## src/rtl/data_out32_ctrl_if.sv

```systemverilog
// Bundle between the data-output controller and its neighbours: upstream block input,
// datapath PDI/st/DO side, and the serialized downstream word stream.
interface data_out32_ctrl_if #(
    parameter int WW     = 32,
    parameter int NWORDS = 8
);
    // Both streams use valid/ready: a transfer happens on a rising edge where valid and ready
    // are both 1; valid, once raised, holds its data stable until that transfer.
    logic                   in_valid;
    logic                   in_ready;
    logic [WW*NWORDS-1:0]   in_data;
    logic [WW*NWORDS-1:0]   PDI;
    logic [2:0]             st;
    logic [WW*NWORDS-1:0]   DO_bus;
    logic [WW-1:0]          dout;
    logic                   dout_valid;
    logic                   dout_ready;
    logic                   dout_last;
    logic                   busy;
    logic [1:0]             state;

    modport master (
        output in_valid, in_data, DO_bus, dout_ready,
        input  in_ready, PDI, st, dout, dout_valid, dout_last, busy, state
    );

    modport slave (
        input  in_valid, in_data, DO_bus, dout_ready,
        output in_ready, PDI, st, dout, dout_valid, dout_last, busy, state
    );
endinterface

```

## src/rtl/data_out32_ctrl.sv

```systemverilog
// Sequencer/serializer for the 256-bit data-output datapath: holds a block on PDI, walks the
// stage select, captures the eight DO words and streams them out one word per handshake.
module data_out32_ctrl #(
    parameter int WW      = 32,
    parameter int NWORDS  = 8,
    parameter int ST_LAST = 5
) (
    input  logic              CLK,
    input  logic              rst,
    data_out32_ctrl_if.slave  bus
);
    localparam int IW = $clog2(NWORDS);
    localparam logic [2:0]    ST_END   = 3'(ST_LAST);
    localparam logic [IW-1:0] LAST_IDX = IW'(NWORDS - 1);

    localparam logic [1:0] S_IDLE = 2'b00;
    localparam logic [1:0] S_RUN  = 2'b01;
    localparam logic [1:0] S_SEND = 2'b10;

    logic [1:0]           state;
    logic [2:0]           st_q;
    logic [IW-1:0]        idx;
    logic [IW-1:0]        idx_nxt;
    logic [WW*NWORDS-1:0] pdi_q;
    logic [WW-1:0]        words [NWORDS];
    logic [WW-1:0]        dout_q;
    logic                 dout_valid_q;
    logic                 dout_last_q;

    assign idx_nxt = idx + 1'b1;

    always_ff @(posedge CLK) begin
        if (rst) begin
            state        <= S_IDLE;
            st_q         <= '0;
            idx          <= '0;
            pdi_q        <= '0;
            dout_q       <= '0;
            dout_valid_q <= 1'b0;
            dout_last_q  <= 1'b0;
        end else begin
            case (state)
                S_IDLE: begin
                    if (bus.in_valid) begin
                        pdi_q <= bus.in_data;
                        st_q  <= '0;
                        state <= S_RUN;
                    end
                end
                S_RUN: begin
                    if (st_q != ST_END) begin
                        st_q <= st_q + 3'd1;
                    end else begin
                        // Word 0 goes straight to the output register; the rest wait in words[].
                        idx          <= '0;
                        dout_q       <= bus.DO_bus[WW-1:0];
                        dout_valid_q <= 1'b1;
                        dout_last_q  <= (LAST_IDX == '0);
                        state        <= S_SEND;
                    end
                end
                S_SEND: begin
                    if (bus.dout_ready) begin
                        if (idx != LAST_IDX) begin
                            idx         <= idx_nxt;
                            dout_q      <= words[idx_nxt];
                            dout_last_q <= (idx_nxt == LAST_IDX);
                        end else begin
                            dout_valid_q <= 1'b0;
                            dout_last_q  <= 1'b0;
                            st_q         <= '0;
                            state        <= S_IDLE;
                        end
                    end
                end
                default: state <= S_IDLE;
            endcase
        end
    end

    // Capture register has no reset: it is only read after a capture has written it.
    always_ff @(posedge CLK) begin
        if (!rst && state == S_RUN && st_q == ST_END) begin
            for (int i = 0; i < NWORDS; i++) begin
                words[i] <= bus.DO_bus[i*WW +: WW];
            end
        end
    end

    assign bus.in_ready   = (state == S_IDLE);
    assign bus.busy       = (state != S_IDLE);
    assign bus.st         = st_q;
    assign bus.PDI        = pdi_q;
    assign bus.dout       = dout_q;
    assign bus.dout_valid = dout_valid_q;
    assign bus.dout_last  = dout_last_q;
    assign bus.state      = state;
endmodule

```

## src/flat_wrapper.sv

```systemverilog
// flat-port wrapper written by rule: the top's interface ports become plain ports
module data_out32_ctrl_flat 
#(
    parameter int WW      = 32,
    parameter int NWORDS  = 8,
    parameter int ST_LAST = 5
)
  (CLK, rst, bus_in_valid, bus_in_data, bus_DO_bus, bus_dout_ready, bus_in_ready, bus_PDI, bus_st, bus_dout, bus_dout_valid, bus_dout_last, bus_busy, bus_state);
  data_out32_ctrl_if #(.WW(WW), .NWORDS(NWORDS)) bus_i ();
  input  logic CLK;
  input  logic rst;
  input wire logic [$bits(bus_i.in_valid)-1:0] bus_in_valid;
  input wire logic [$bits(bus_i.in_data)-1:0] bus_in_data;
  input wire logic [$bits(bus_i.DO_bus)-1:0] bus_DO_bus;
  input wire logic [$bits(bus_i.dout_ready)-1:0] bus_dout_ready;
  output wire logic [$bits(bus_i.in_ready)-1:0] bus_in_ready;
  output wire logic [$bits(bus_i.PDI)-1:0] bus_PDI;
  output wire logic [$bits(bus_i.st)-1:0] bus_st;
  output wire logic [$bits(bus_i.dout)-1:0] bus_dout;
  output wire logic [$bits(bus_i.dout_valid)-1:0] bus_dout_valid;
  output wire logic [$bits(bus_i.dout_last)-1:0] bus_dout_last;
  output wire logic [$bits(bus_i.busy)-1:0] bus_busy;
  output wire logic [$bits(bus_i.state)-1:0] bus_state;
  assign bus_i.in_valid = bus_in_valid;
  assign bus_i.in_data = bus_in_data;
  assign bus_i.DO_bus = bus_DO_bus;
  assign bus_i.dout_ready = bus_dout_ready;
  assign bus_in_ready = bus_i.in_ready;
  assign bus_PDI = bus_i.PDI;
  assign bus_st = bus_i.st;
  assign bus_dout = bus_i.dout;
  assign bus_dout_valid = bus_i.dout_valid;
  assign bus_dout_last = bus_i.dout_last;
  assign bus_busy = bus_i.busy;
  assign bus_state = bus_i.state;
  data_out32_ctrl #(.WW(WW), .NWORDS(NWORDS), .ST_LAST(ST_LAST)) u_core (.CLK(CLK), .rst(rst), .bus(bus_i));
endmodule
```

## config.mk

```make
export PLATFORM = sky130hd
export DESIGN_NAME = data_out32_ctrl_flat
export DESIGN_NICKNAME = d
export VERILOG_FILES = /design/src/rtl/data_out32_ctrl_if.sv /design/src/rtl/data_out32_ctrl.sv /design/src/flat_wrapper.sv
export SDC_FILE = /design/constraint.sdc
export NUM_CORES = 1
export LEC_CHECK = 0
export ABC_CLOCK_PERIOD_IN_PS = 17500
export CAP_MARGIN = 15
export CORE_AREA = 2 2 312 314
export DETAILED_ROUTE_END_ITERATION = 10
export DIE_AREA = 0 0 314 316
export PLACE_DENSITY = 0.52
export SETUP_SLACK_MARGIN = 0.1
export SLEW_MARGIN = 20
export SYNTH_ARGS = -nofsm -noshare
export SYNTH_HDL_FRONTEND = slang
export SYNTH_SLANG_ARGS = --single-unit
```

## constraint.sdc

```tcl
create_clock -name CLK -period 17.5 [get_ports CLK]
set_input_delay 3.5 -clock CLK [delete_from_list [all_inputs] [get_ports CLK]]
set_output_delay 3.5 -clock CLK [all_outputs]
set_load 0.05 [all_outputs]
```

## Word-level counts from Yosys, hierarchy flattened

Memories as Yosys holds them, arrays and structs flattened.
Cells that the tools add are included.

- Bits in registers: 298
- RAM bits: 256
- Bits of input ports: 516
- Output and inout port bits: 297
- Logic and storage cells: 63
- Memories: 1

- Add/subtract/negate cells: 2
- Equality and inequality tests: 12
- Muxes and demuxes: 28
- Reduce and logical (&&, ||, !) cells: 13

Memory list:

| memory | words | bits a word | read ports | clocked after memory_dff | wr ports | RTL line | source |
|---|---|---|---|---|---|---|---|
| u_core.words | 8 | 32 | 1 | 0 | 8 | data_out32_ctrl.sv:25 | `logic [WW-1:0] words [NWORDS];` |

Operator list:

| kind | number |
|---|---|
| $mux W32 | 3 |
| $pmux W32 S2 | 1 |
| $mux W3 | 7 |
| $reduce_and A4 Y1 | 3 |
| $pmux W3 S3 | 1 |
| $mux W1 | 8 |
| $mux W2 | 4 |
| $ne A2 B2 Y1 const B | 4 |
| $add A3 B1 Y3 const B | 2 |
| $eq A3 B3 Y1 const B | 2 |
| $ne A3 B3 Y1 const B | 2 |
| $pmux W2 S3 | 1 |
| $pmux W3 S2 | 1 |
| $reduce_and A5 Y1 | 1 |
| $ne A2 B1 Y1 const B | 2 |
| $pmux W1 S2 | 2 |
| $reduce_bool A2 Y1 | 2 |
| $reduce_and A3 Y1 | 1 |
| $reduce_bool A3 Y1 | 1 |
| $eq A2 B1 Y1 const B | 1 |
| $eq A2 B2 Y1 const B | 1 |
| $logic_and A1 B1 Y1 | 2 |
| $logic_not A2 Y1 | 1 |
| $reduce_and A2 Y1 | 1 |
| $logic_not A1 Y1 | 1 |

## Longest topological paths before layout

- Depth in word-level cells: 5
- Mapped depth: 10
- Depth with buffers taken out: 6

## Worst setup path before layout

Ideal clock, no wire load.

- Kind: input port to flip-flop
- Start: input port rst
- End: memory u_core.words[0][0], enable pin
- Setup time: 0.878 ns
- Arrival: 14.529 ns
- Required time: 16.622 ns
- Slack: 2.093 ns
- Cell stages on the path: 3
- Buffers on the path: 2
- Cell sequence: clkbuf_1 clkbuf_1 nor2_1

RTL lines:

| element | RTL line | source |
|---|---|---|
| from (decl) | flat_wrapper.sv:11 | `input logic rst;` |
| to (decl) | data_out32_ctrl.sv:25 |  |

## Worst setup path in the final report

- Start: register u_core.state[0], in the netlist u_core.bus.state[0]
- End: output port bus_in_ready

- Cells in the longest elaborated chain, start to end: 1

RTL lines:

| element | RTL line | source |
|---|---|---|
| from (decl) | data_out32_ctrl.sv:20 | `logic [1:0] state;` |
| from (signal assigned) | data_out32_ctrl.sv:34 | `state <= S_IDLE;` |
| from (signal assigned) | data_out32_ctrl.sv:47 | `state <= S_RUN;` |
| from (signal assigned) | data_out32_ctrl.sv:59 | `state <= S_SEND;` |
| $logic_not A2 Y1 | data_out32_ctrl.sv:90 | `assign bus.in_ready = (state == S_IDLE);` |
| to (decl) | flat_wrapper.sv:16 | `output wire logic [$bits(bus_i.in_ready)-1:0] bus_in_ready;` |

No other way between the ends.

==> summary.md <==
| Metric | Value |
|---|---|
| Portion of the clock cycle consumed by the worst path in the final layout | `34.02%` |
| Depth of the most critical reg-to-reg path | `5` |
| Synthesized instance count | `1756` |
| Share of final-layout standard cells stronger than drive strength 1 | `7.710%` |
| Hold crit path type | `flop to flop` |
| Total non-filler cell area in the finished layout | `32010 um2` |
| Setup CP Type | `flop to output port` |
| TritonCTS clock tree | `done` |
| Worst reg2reg setup slack | `13880 ps` |
| Die area | `99220 um2` |
| Chip Height | `316 um` |
| Via count | `16059` |
| # nets final | `3046` |
| First-pass GRT wire length | `110600 um` |
| IO Port Bufs | `812` |
| Most frequent cell after synthesis | `sky130_fd_sc_hd__nand2_1` |
| Syn Std Cell Area | `20160 um2` |
| CTS sink cnt | `554` |
| Cells taking the most area after synthesis | `sky130_fd_sc_hd__edfxtp_1 38%, sky130_fd_sc_hd__dfxtp_1 30%, sky130_fd_sc_hd__nand2_1 11%` |
| Library cell occupying the most area in the post-synthesis netlist | `sky130_fd_sc_hd__edfxtp_1` |
| Async SR Flop Fraction | `0%` |
| Routed len/inst | `20.63 um` |
| Area Overhead vs Synth | `58.74%` |
| Power Density | `109.6 nW/um2` |
| Total Routing Usage GR | `15.31%` |
| Post-Place Setup Slack | `11300 ps` |
| CTS clk-pin slew, worst paths | `60 ps` |
| Number of global-route vias before repair | `15890` |
| Data required time at the worst endpoint | `14000 ps` |
| Average cell area after synthesis | `11.48 um2` |
| Number of standard cells in the final layout excluding fillers | `3868` |
| Sequential-to-total area share from yosys stat | `67.71%` |
| Reg-to-reg endpoint | `u_core.words[0][13]$_DFFE_PP_` |
| Standard cell core area | `95990 um2` |
| DR DRC count | `0` |
| Total placed cells including tap cells | `3730` |
| Critical path launch point | `u_core.bus.state[0]$_SDFFE_PP0P_` |
| DP Wirelength | `56930 um` |
| Post-DR vias/cell | `4.152` |
| Startpoint type of the worst setup path | `flop` |
| Maximum operating frequency | `168.0 MHz` |
| Maximum buffer depth of the clock tree | `3` |
| Status | `complete, no violations` |
| IR drop worst, VDD | `0.07293 mV` |
| Max Slew Vio Count | `0` |
| Number of CTS-inserted buffers | `69` |
| RSZ-0062 raised after global routing | `false` |
| Worst Path Max Fanout | `13` |
| Most common library cells after synthesis | `611 x sky130_fd_sc_hd__nand2_1, 298 x sky130_fd_sc_hd__dfxtp_1, 293 x sky130_fd_sc_hd__a21oi_1` |
| Synthesis warning total | `0` |
| Congestion Overflow GR | `0` |
| Number of detailed-routing iterations run before antenna repair | `5` |
| Critical Path End Type | `output port` |
| GP Congestion | `0.7798` |
| Launch instance of the worst min-delay path | `u_core.bus.PDI[224]$_SDFFE_PP0P_` |
| Count of flip-flops with a built-in enable after synthesis | `256` |
| Yosys top cell area share | `38.12%` |
| Boundary pin count | `813` |
| Leakage | `10.89 nW` |
| Largest net degree at the start of global routing | `203` |
| Critical register-to-register path startpoint | `u_core.bus.state[0]$_SDFFE_PP0P_` |
| Initial DRC Count | `1374` |
| Max-capacitance violation count | `0` |
| Initial antenna violation count | `19` |
| Endpoints failing setup | `0` |
| Root buffer cell | `sky130_fd_sc_hd__clkbuf_16` |
| Data arrival, critical path | `2450 ps` |
| Number of H-tree levels | `3` |
| Unique masters post-synth | `33` |
| Remaining number of nets flagged by the antenna check after routing | `0` |
| Total of fill cells in the finished design | `9696` |
| Top FF cell, synth | `sky130_fd_sc_hd__dfxtp_1` |
| Count of hold buffers inserted by post-cts repair | `0` |
| Worst-Margin Slew | `1220 ps` |
| Number of synthesized register bits | `554` |
| Number of hold-slack violations in the final timing report | `0` |
| Placed Area | `29510 um2` |
| Width of the chip | `314 um` |
| Worst clock skew | `19.11 ps` |
| Number of instances resized during post-cts repair | `0` |
| Post-CTS setup-driven buffer insertion count | `0` |
| Synthesized net count | `2277` |
| Cell row count | `114` |
| Clk Latency, worst-skew pair | `620 ps` |
| Max-Slew Margin vs Limit | `18.70%` |
| Starting density of the core | `21.01%` |
| WL final | `79780 um` |
| Crit path to | `bus_in_ready` |
| Worst Setup Slack, final | `11550 ps` |
| Min cycle time layout | `5953 ps` |
| Total negative slack for setup checks | `0 ps` |
registers in the layout, indices dropped and copies added (netlist names):
| register | count |
|---|---|
| u_core.bus.PDI | 256 |
| u_core.bus.dout | 32 |
| u_core.bus.dout_last | 1 |
| u_core.bus.dout_valid | 1 |
| u_core.bus.st | 3 |
| u_core.bus.state | 2 |
| u_core.idx | 3 |
| u_core.words | 256 |
cell usage in the layout (no fill, tap or decap), types with 4 or more instances in the layout:
cell                              count
sky130_fd_sc_hd__clkbuf_1            12
sky130_fd_sc_hd__clkbuf_16           72
sky130_fd_sc_hd__clkbuf_8             8
sky130_fd_sc_hd__nand2_1            610
sky130_fd_sc_hd__clkinv_4             4
sky130_fd_sc_hd__a21oi_1            293
sky130_fd_sc_hd__diode_2             11
sky130_fd_sc_hd__clkinv_2             7
sky130_fd_sc_hd__dfxtp_1            297
sky130_fd_sc_hd__mux4_2              64
sky130_fd_sc_hd__edfxtp_1           256
sky130_fd_sc_hd__a311o_1             32
sky130_fd_sc_hd__clkinv_1             5
sky130_fd_sc_hd__inv_1                5
sky130_fd_sc_hd__buf_4               11
sky130_fd_sc_hd__bufinv_16           12
sky130_fd_sc_hd__nor2_1              39
sky130_fd_sc_hd__clkdlybuf4s50_1    811
routing by layer:
metal | vias to the layer above | share of wire (%) | track usage (%)
li1 | 7679 | - | -
met1 | 7689 | 41 | 18.96
met2 | 569 | 50 | 25.19
met3 | 112 | 6.9 | 4.447
met4 | 10 | 2.4 | 5.785
met5 | - | 0.071 | 0
logic make-up (layout without fill, tap and decap cells):
| logic type | Yosys count | in the layout | share of synthesized area (%) |
|---|---|---|---|
| flip-flops | 554 | 554 | 67.71 |
| buffers and inverters | 133 | 958 | 2.985 |
| adder cells (fa/ha/maj) | 5 | 5 | 0.3103 |
| AND/OR/NAND/NOR | 663 | 663 | 12.54 |
| multiplexers | 64 | 64 | 7.148 |
| AO/OA/AOI/OAI | 337 | 337 | 9.308 |
| other | 0 | 11 | 0 |
metrics by stage:
step                total power [mW]  utilization, %  hold slack [ps]
global placement               1.985           30.74            440.3
global route                   3.638           33.35            467.4
finish                         3.510           33.35            450.4
floorplan                      1.723               -            452.2
CTS                            3.560           33.32            452.9
detailed placement             1.987           30.74            445.3
layout make-up:
type	instances	area (um2)	area share [%]
diodes	11	27.53	0.08599
clock buffers	92	1957	6.113
clock inverters	35	513.0	1.603
inverters	5	18.77	0.05863
multi-input cells	1069	5967	18.64
flip-flops and latches	554	13650	42.66
well taps	1276	1597	4.988
repair buffers	826	8275	25.85
worst max-delay path: stages, from the launching register on:
cell and delay, ps:
sky130_fd_sc_hd__dfxtp_1 460, sky130_fd_sc_hd__nor2_1 470, sky130_fd_sc_hd__clkdlybuf4s50_1 900
how the worst min path moves through the flow:
stage	cells past startpoint	slack, ps	end
global placement	2	440	u_core.bus.PDI[207]$_SDFFE_PP0P_
CTS	2	450	u_core.bus.PDI[181]$_SDFFE_PP0P_
floorplan	2	450	u_core.idx[2]$_SDFFE_PP0P_
finish	2	450	u_core.bus.PDI[224]$_SDFFE_PP0P_
global route	2	470	u_core.bus.PDI[232]$_SDFFE_PP0P_
detailed placement	2	450	u_core.bus.PDI[100]$_SDFFE_PP0P_
report_power, final:
part / leakage [nW] / switching, mW / internal, mW
Sequential: 4.74 / 0.0262 / 1.40
Combinational: 4.94 / 0.317 / 0.215
Clock: 1.21 / 0.586 / 0.967
Power figures use the tool's default switching activity.
